## src/rtl/id_scoreboard_stage.sv

```systemverilog
// id_scoreboard_stage: IF->ID pipeline register with a per-register write scoreboard.
// Optional feature macro: ID_SB_PERF_EN builds the hazard-stall cycle counter.
// Ports:
//   clk, reset                   clock and synchronous active-high reset
//   IF_over, IF_ID_bus           incoming bus from fetch and its valid
//   ID_allow_in, ID_valid        handshake toward fetch, held-instruction valid
//   IF_ID_bus_r                  held bus toward decode
//   rs/rt(_used), dest(_wen)     register usage of the held instruction
//   EXE_allow_in, ID_over        issue handshake toward EXE
//   WB_retire, WB_wdest          write completions from WB
//   flush                        cancels the held instruction
//   hazard, sb_err, stall_cnt    stall flag, sticky retire error, stall counter
module id_scoreboard_stage #(
   parameter int BUS_W = 64,
   parameter int NREG  = 32,
   parameter int CNT_W = 2
) (
   input  logic                     clk,
   input  logic                     reset,
   input  logic                     IF_over,
   input  logic [BUS_W-1:0]         IF_ID_bus,
   output logic                     ID_allow_in,
   output logic                     ID_valid,
   output logic [BUS_W-1:0]         IF_ID_bus_r,
   input  logic [$clog2(NREG)-1:0]  rs,
   input  logic [$clog2(NREG)-1:0]  rt,
   input  logic                     rs_used,
   input  logic                     rt_used,
   input  logic                     dest_wen,
   input  logic [$clog2(NREG)-1:0]  dest,
   input  logic                     EXE_allow_in,
   output logic                     ID_over,
   input  logic                     WB_retire,
   input  logic [$clog2(NREG)-1:0]  WB_wdest,
   input  logic                     flush,
   output logic                     hazard,
   output logic                     sb_err,
   output logic [31:0]              stall_cnt
);
   localparam int AW = $clog2(NREG);
   logic              r_valid;
   logic [BUS_W-1:0]  r_bus;
   logic [CNT_W-1:0]  r_cnt [1:NREG-1];
   logic              r_sb_err;
   logic              w_src_busy;
   logic              w_dst_full;
   logic              w_load;
   logic              w_wb_err;
   // register 0 is never tracked and always reads as idle
   function automatic logic [CNT_W-1:0] f_cnt(input logic [AW-1:0] a);
      return (a == '0) ? '0 : r_cnt[a];
   endfunction
   assign w_src_busy  = (rs_used & (f_cnt(rs) != '0)) | (rt_used & (f_cnt(rt) != '0));
   assign w_dst_full  = dest_wen & (f_cnt(dest) == '1);
   assign hazard      = r_valid & ~flush & (w_src_busy | w_dst_full);
   assign ID_over     = r_valid & ~hazard & EXE_allow_in & ~flush;
   assign ID_allow_in = ~r_valid | ID_over;
   assign w_load      = IF_over & ID_allow_in & ~flush;
   assign w_wb_err    = WB_retire & (WB_wdest != '0) & (f_cnt(WB_wdest) == '0);
   assign ID_valid    = r_valid;
   assign IF_ID_bus_r = r_bus;
   assign sb_err      = r_sb_err;
   always_ff @(posedge clk) begin
      if (reset) begin
         r_valid <= 1'b0;
         r_bus   <= '0;
      end else if (w_load) begin
         r_valid <= 1'b1;
         r_bus   <= IF_ID_bus;
      end else if (ID_over | flush) begin
         r_valid <= 1'b0;
      end
   end
   // an issue and a retire of the same register cancel out; a retire at 0 stays at 0
   always_ff @(posedge clk) begin
      for (int i = 1; i < NREG; i++) begin
         if (reset)
            r_cnt[i] <= '0;
         else if ((ID_over & dest_wen & (dest == AW'(i))) & ~(WB_retire & (WB_wdest == AW'(i))))
            r_cnt[i] <= r_cnt[i] + 1'b1;
         else if ((WB_retire & (WB_wdest == AW'(i))) & ~(ID_over & dest_wen & (dest == AW'(i))) & (r_cnt[i] != '0))
            r_cnt[i] <= r_cnt[i] - 1'b1;
      end
   end
   always_ff @(posedge clk) begin
      if (reset)
         r_sb_err <= 1'b0;
      else if (w_wb_err)
         r_sb_err <= 1'b1;
   end
`ifdef ID_SB_PERF_EN
   logic [31:0] r_stall;
   always_ff @(posedge clk) begin
      if (reset)
         r_stall <= '0;
      else if (hazard)
         r_stall <= r_stall + 32'd1;
   end
   assign stall_cnt = r_stall;
`else
   assign stall_cnt = '0;
`endif
endmodule
```

## config.mk

```make
export PLATFORM = sky130hd
export DESIGN_NAME = id_scoreboard_stage
export DESIGN_NICKNAME = d
export VERILOG_FILES = /design/src/rtl/id_scoreboard_stage.sv
export SDC_FILE = /design/constraint.sdc
export NUM_CORES = 1
export LEC_CHECK = 0
export BUFFER_PORTS_ARGS = -buffer_cell sky130_fd_sc_hd__buf_4
export CORE_MARGIN = 4
export CORE_UTILIZATION = 60
export CTS_BUF_LIST = sky130_fd_sc_hd__clkbuf_8 sky130_fd_sc_hd__clkbuf_16
export DETAILED_ROUTE_END_ITERATION = 7
export GPL_ROUTABILITY_DRIVEN = 1
export PLACE_DENSITY = 0.93
export SLEW_MARGIN = 40
export SYNTH_ARGS = -nofsm -noshare
export SYNTH_HDL_FRONTEND = slang
export SYNTH_SLANG_ARGS = --single-unit
```

## constraint.sdc

```tcl
create_clock -name clk -period 5.69 [get_ports clk]
set_input_delay 1.138 -clock clk [delete_from_list [all_inputs] [get_ports clk]]
set_output_delay 1.138 -clock clk [all_outputs]
set_load 0.02 [all_outputs]
```

==> impl_metrics.json <==
{
  "p_leak_nw": 4.61,
  "worst_slack_ns": 1.10,
  "p_sw_frac": 0.296,
  "dp_hpwl_um": 20400,
  "drtIter0Drc": 1105,
  "drv_slew": 0,
  "ff_latch_area_um2": 3180,
  "htreeDepth": 4,
  "cts_root_buf": "clkbuf_16",
  "routabilityCongestion": 1.03,
  "syn_area_per_cell_um2": 9.18,
  "arrival_ns": 3.45,
  "grt_antenna_before_repair": 0,
  "end_kind": "primary output",
  "numCtsBuffers": 17,
  "num_vias": 8377,
  "synth_edf_count": 62,
  "finalHoldViolations": 0,
  "cts_tree": "built",
  "multiInputGateArea_um2": 5000,
  "switchingPower_mw": 0.773,
  "die_w_um": 130,
  "crit_type": "input port to primary output",
  "cp_max_fo": 25,
  "p_clk_frac": 0.428,
  "rsz0062_at_grt": "no",
  "cts.path.max_buffers": 2,
  "dr.pass1.iters": 6,
  "post-route-period-util": 0.807,
  "viasPerCell": 6.51,
  "period_minus_slack_ns": 4.59,
  "dieHeight_um": 130,
  "fp.dieArea_um2": 16900,
  "slew_headroom": 0.406,
  "status": "finished, final reports clean",
  "internal-power_mw": 1.84,
  "layout-drive-gt1-share": 0.219,
  "setup_viol": 0,
  "num_io_pins": 194,
  "start_util": 0.613,
  "fmax_mhz": 218,
  "grt_pass1_wl_um": 42800,
  "ir_drop_v": 0.000231,
  "dp_slack_ns": 1.14,
  "grt_pass1_vias": 8183,
  "num_rows": 44,
  "fin_tns_setup_ns": 0,
  "final_cell_mix": "buf_4, nor2_1, mux2i_1",
  "maxCapViolCount": 0,
  "grt_usage": 0.326,
  "yosys_warnings": 0,
  "seqPwrFrac": 0.401,
  "ys_ff_latch": 128,
  "antenna_cells": 0,
  "synth_flop_cell": "dfxtp_1",
  "cts_resized": 0,
  "drt-wirelength-per-cell_um": 21.6,
  "layout_commonest_cell": "buf_4",
  "detail-route-antenna-nets": 0,
  "cts.sinks": 128,
  "critPathLaunchType": "input port",
  "grt_overflow": 0,
  "max_stage_delay_ns": 0.57,
  "post_cts_buffers": 0,
  "nFillCells": 1075,
  "wl_um": 27800,
  "worstPathRequired_ns": 4.55,
  "area_growth_pct": 18.5,
  "yosysUniqueCellTypes": 68,
  "comb_power_share": 0.171,
  "seq_area_frac_synth": 0.357,
  "port_buffers": 161,
  "skew_ns": 0.00883,
  "holdBufCountCts": 0,
  "drc": 0,
  "power.density_nw_per_um2": 248,
  "coreArea_um2": 14500,
  "syn_area_um2": 8910,
  "synthArstFlopShare": 0,
  "clkTransAtPathRegs_ns": 0.06,
  "worstSkewPairLatency_ns": 0.43,
  "crit_path_top_delay_cell": "a221oi_2",
  "postSynthCellCount": 970,
  "crit_chain": "buf_4, mux2i_1, a2111oi_2, o21ai_1, a221oi_2, o21ai_0, nand2_1, o21ai_0, buf_4",
  "grt_max_degree": 65,
  "hold_class": "register to register",
  "nNetsFinal": 1214,
  "worstMarginPinSlew_ns": 0.891
}
[worst max-delay path: cells and delay by family]
kind,cells,cell delay (ns)
compound gates,5,1.46
buf+inv,2,0.48
mux,1,0.15
simple gates,1,0.22
[synthesized netlist by cell type, types with 11 or more instances]
library cell | count | area, um^2
or3_1 | 11 | 68.8
dfxtp_1 | 66 | 1320
or4_1 | 24 | 180
clkbuf_1 | 35 | 131
o211ai_1 | 11 | 82.6
nor3_1 | 33 | 165
nand2_1 | 52 | 195
inv_1 | 75 | 282
o21ai_1 | 14 | 70.1
buf_4 | 34 | 255
o21ai_0 | 15 | 75.1
nor4_1 | 13 | 81.3
nor2_1 | 139 | 522
a21oi_1 | 36 | 180
ha_1 | 31 | 388
mux2i_1 | 101 | 1010
buf_2 | 15 | 75.1
mux4_2 | 24 | 541
nor2b_1 | 13 | 81.3
nand2b_1 | 12 | 75.1
o31ai_1 | 12 | 90.1
edfxtp_1 | 62 | 1860
nand3_1 | 17 | 85.1
[power by group through the flow]
stage	Combinational, mW	Clock [mW]	Sequential (mW)
detailed placement	0.436	0	1.06
finish	0.448	1.12	1.05
global route	0.479	1.16	1.05
global placement	0.426	0	1.06
floorplan	0.273	0	1.08
CTS	0.439	1.12	1.04
[final timing paths]
kind	start	slack (ns)	end	depth (start not counted)
worst max-delay path	dest[0]	1.10	ID_allow_in	9
worst max register to register	r_cnt[24][0]	1.87	r_cnt[5][0]	8
worst min register to register	IF_ID_bus_r[59]	0.50	IF_ID_bus_r[59]	2
worst min-delay path	IF_ID_bus_r[59]	0.50	IF_ID_bus_r[59]	2
[layer usage]
layer,up-vias,global-route usage,wire length [um]
met2,625,0.536,13200
li1,3724,-,-
met5,-,0,0
met4,0,0.152,1280
met1,3902,0.404,9760
met3,126,0.0868,3570
[registers in the layout (all words and copies together) (netlist names)]
| register | count |
|---|---|
| ID_valid | 1 |
| IF_ID_bus_r | 64 |
| r_cnt | 62 |
| sb_err | 1 |
[metrics by stage]
stage               instances   util  power (mW)  hold WS, ns  area (um^2)
finish                   1287  0.726        2.61        0.500        10600
global route             1287  0.726        2.69        0.535        10600
CTS                      1287  0.726        2.60        0.505        10600
detailed placement       1255  0.684        1.50        0.488         9940
global placement         1255  0.684        1.49        0.475         9940
floorplan                1001      -        1.35        0.551         9020
[final cells by class]
class / count / share of cell area
clock buffer: 21 / 0.0476
clock inverter: 11 / 0.00984
inverter: 77 / 0.0274
multi-input combinational: 701 / 0.473
sequential: 128 / 0.302
tap: 184 / 0.0218
timing repair buffer: 165 / 0.119
[kinds of logic (layout without fill, tap and decap cells)]
| kind of cell | count (synthesis) | in the layout | synth area share |
|---|---|---|---|
| AND/OR/NAND/NOR | 354 | 354 | 0.200 |
| buffers and inverters | 172 | 274 | 0.0973 |
| AO/OA/AOI/OAI | 156 | 156 | 0.123 |
| multiplexers | 128 | 128 | 0.178 |
| flip-flops | 128 | 128 | 0.357 |
| adder cells (fa/ha/maj) | 31 | 31 | 0.0435 |
| other | 1 | 32 | 0.000421 |
(Power assumes the default switching activity.)
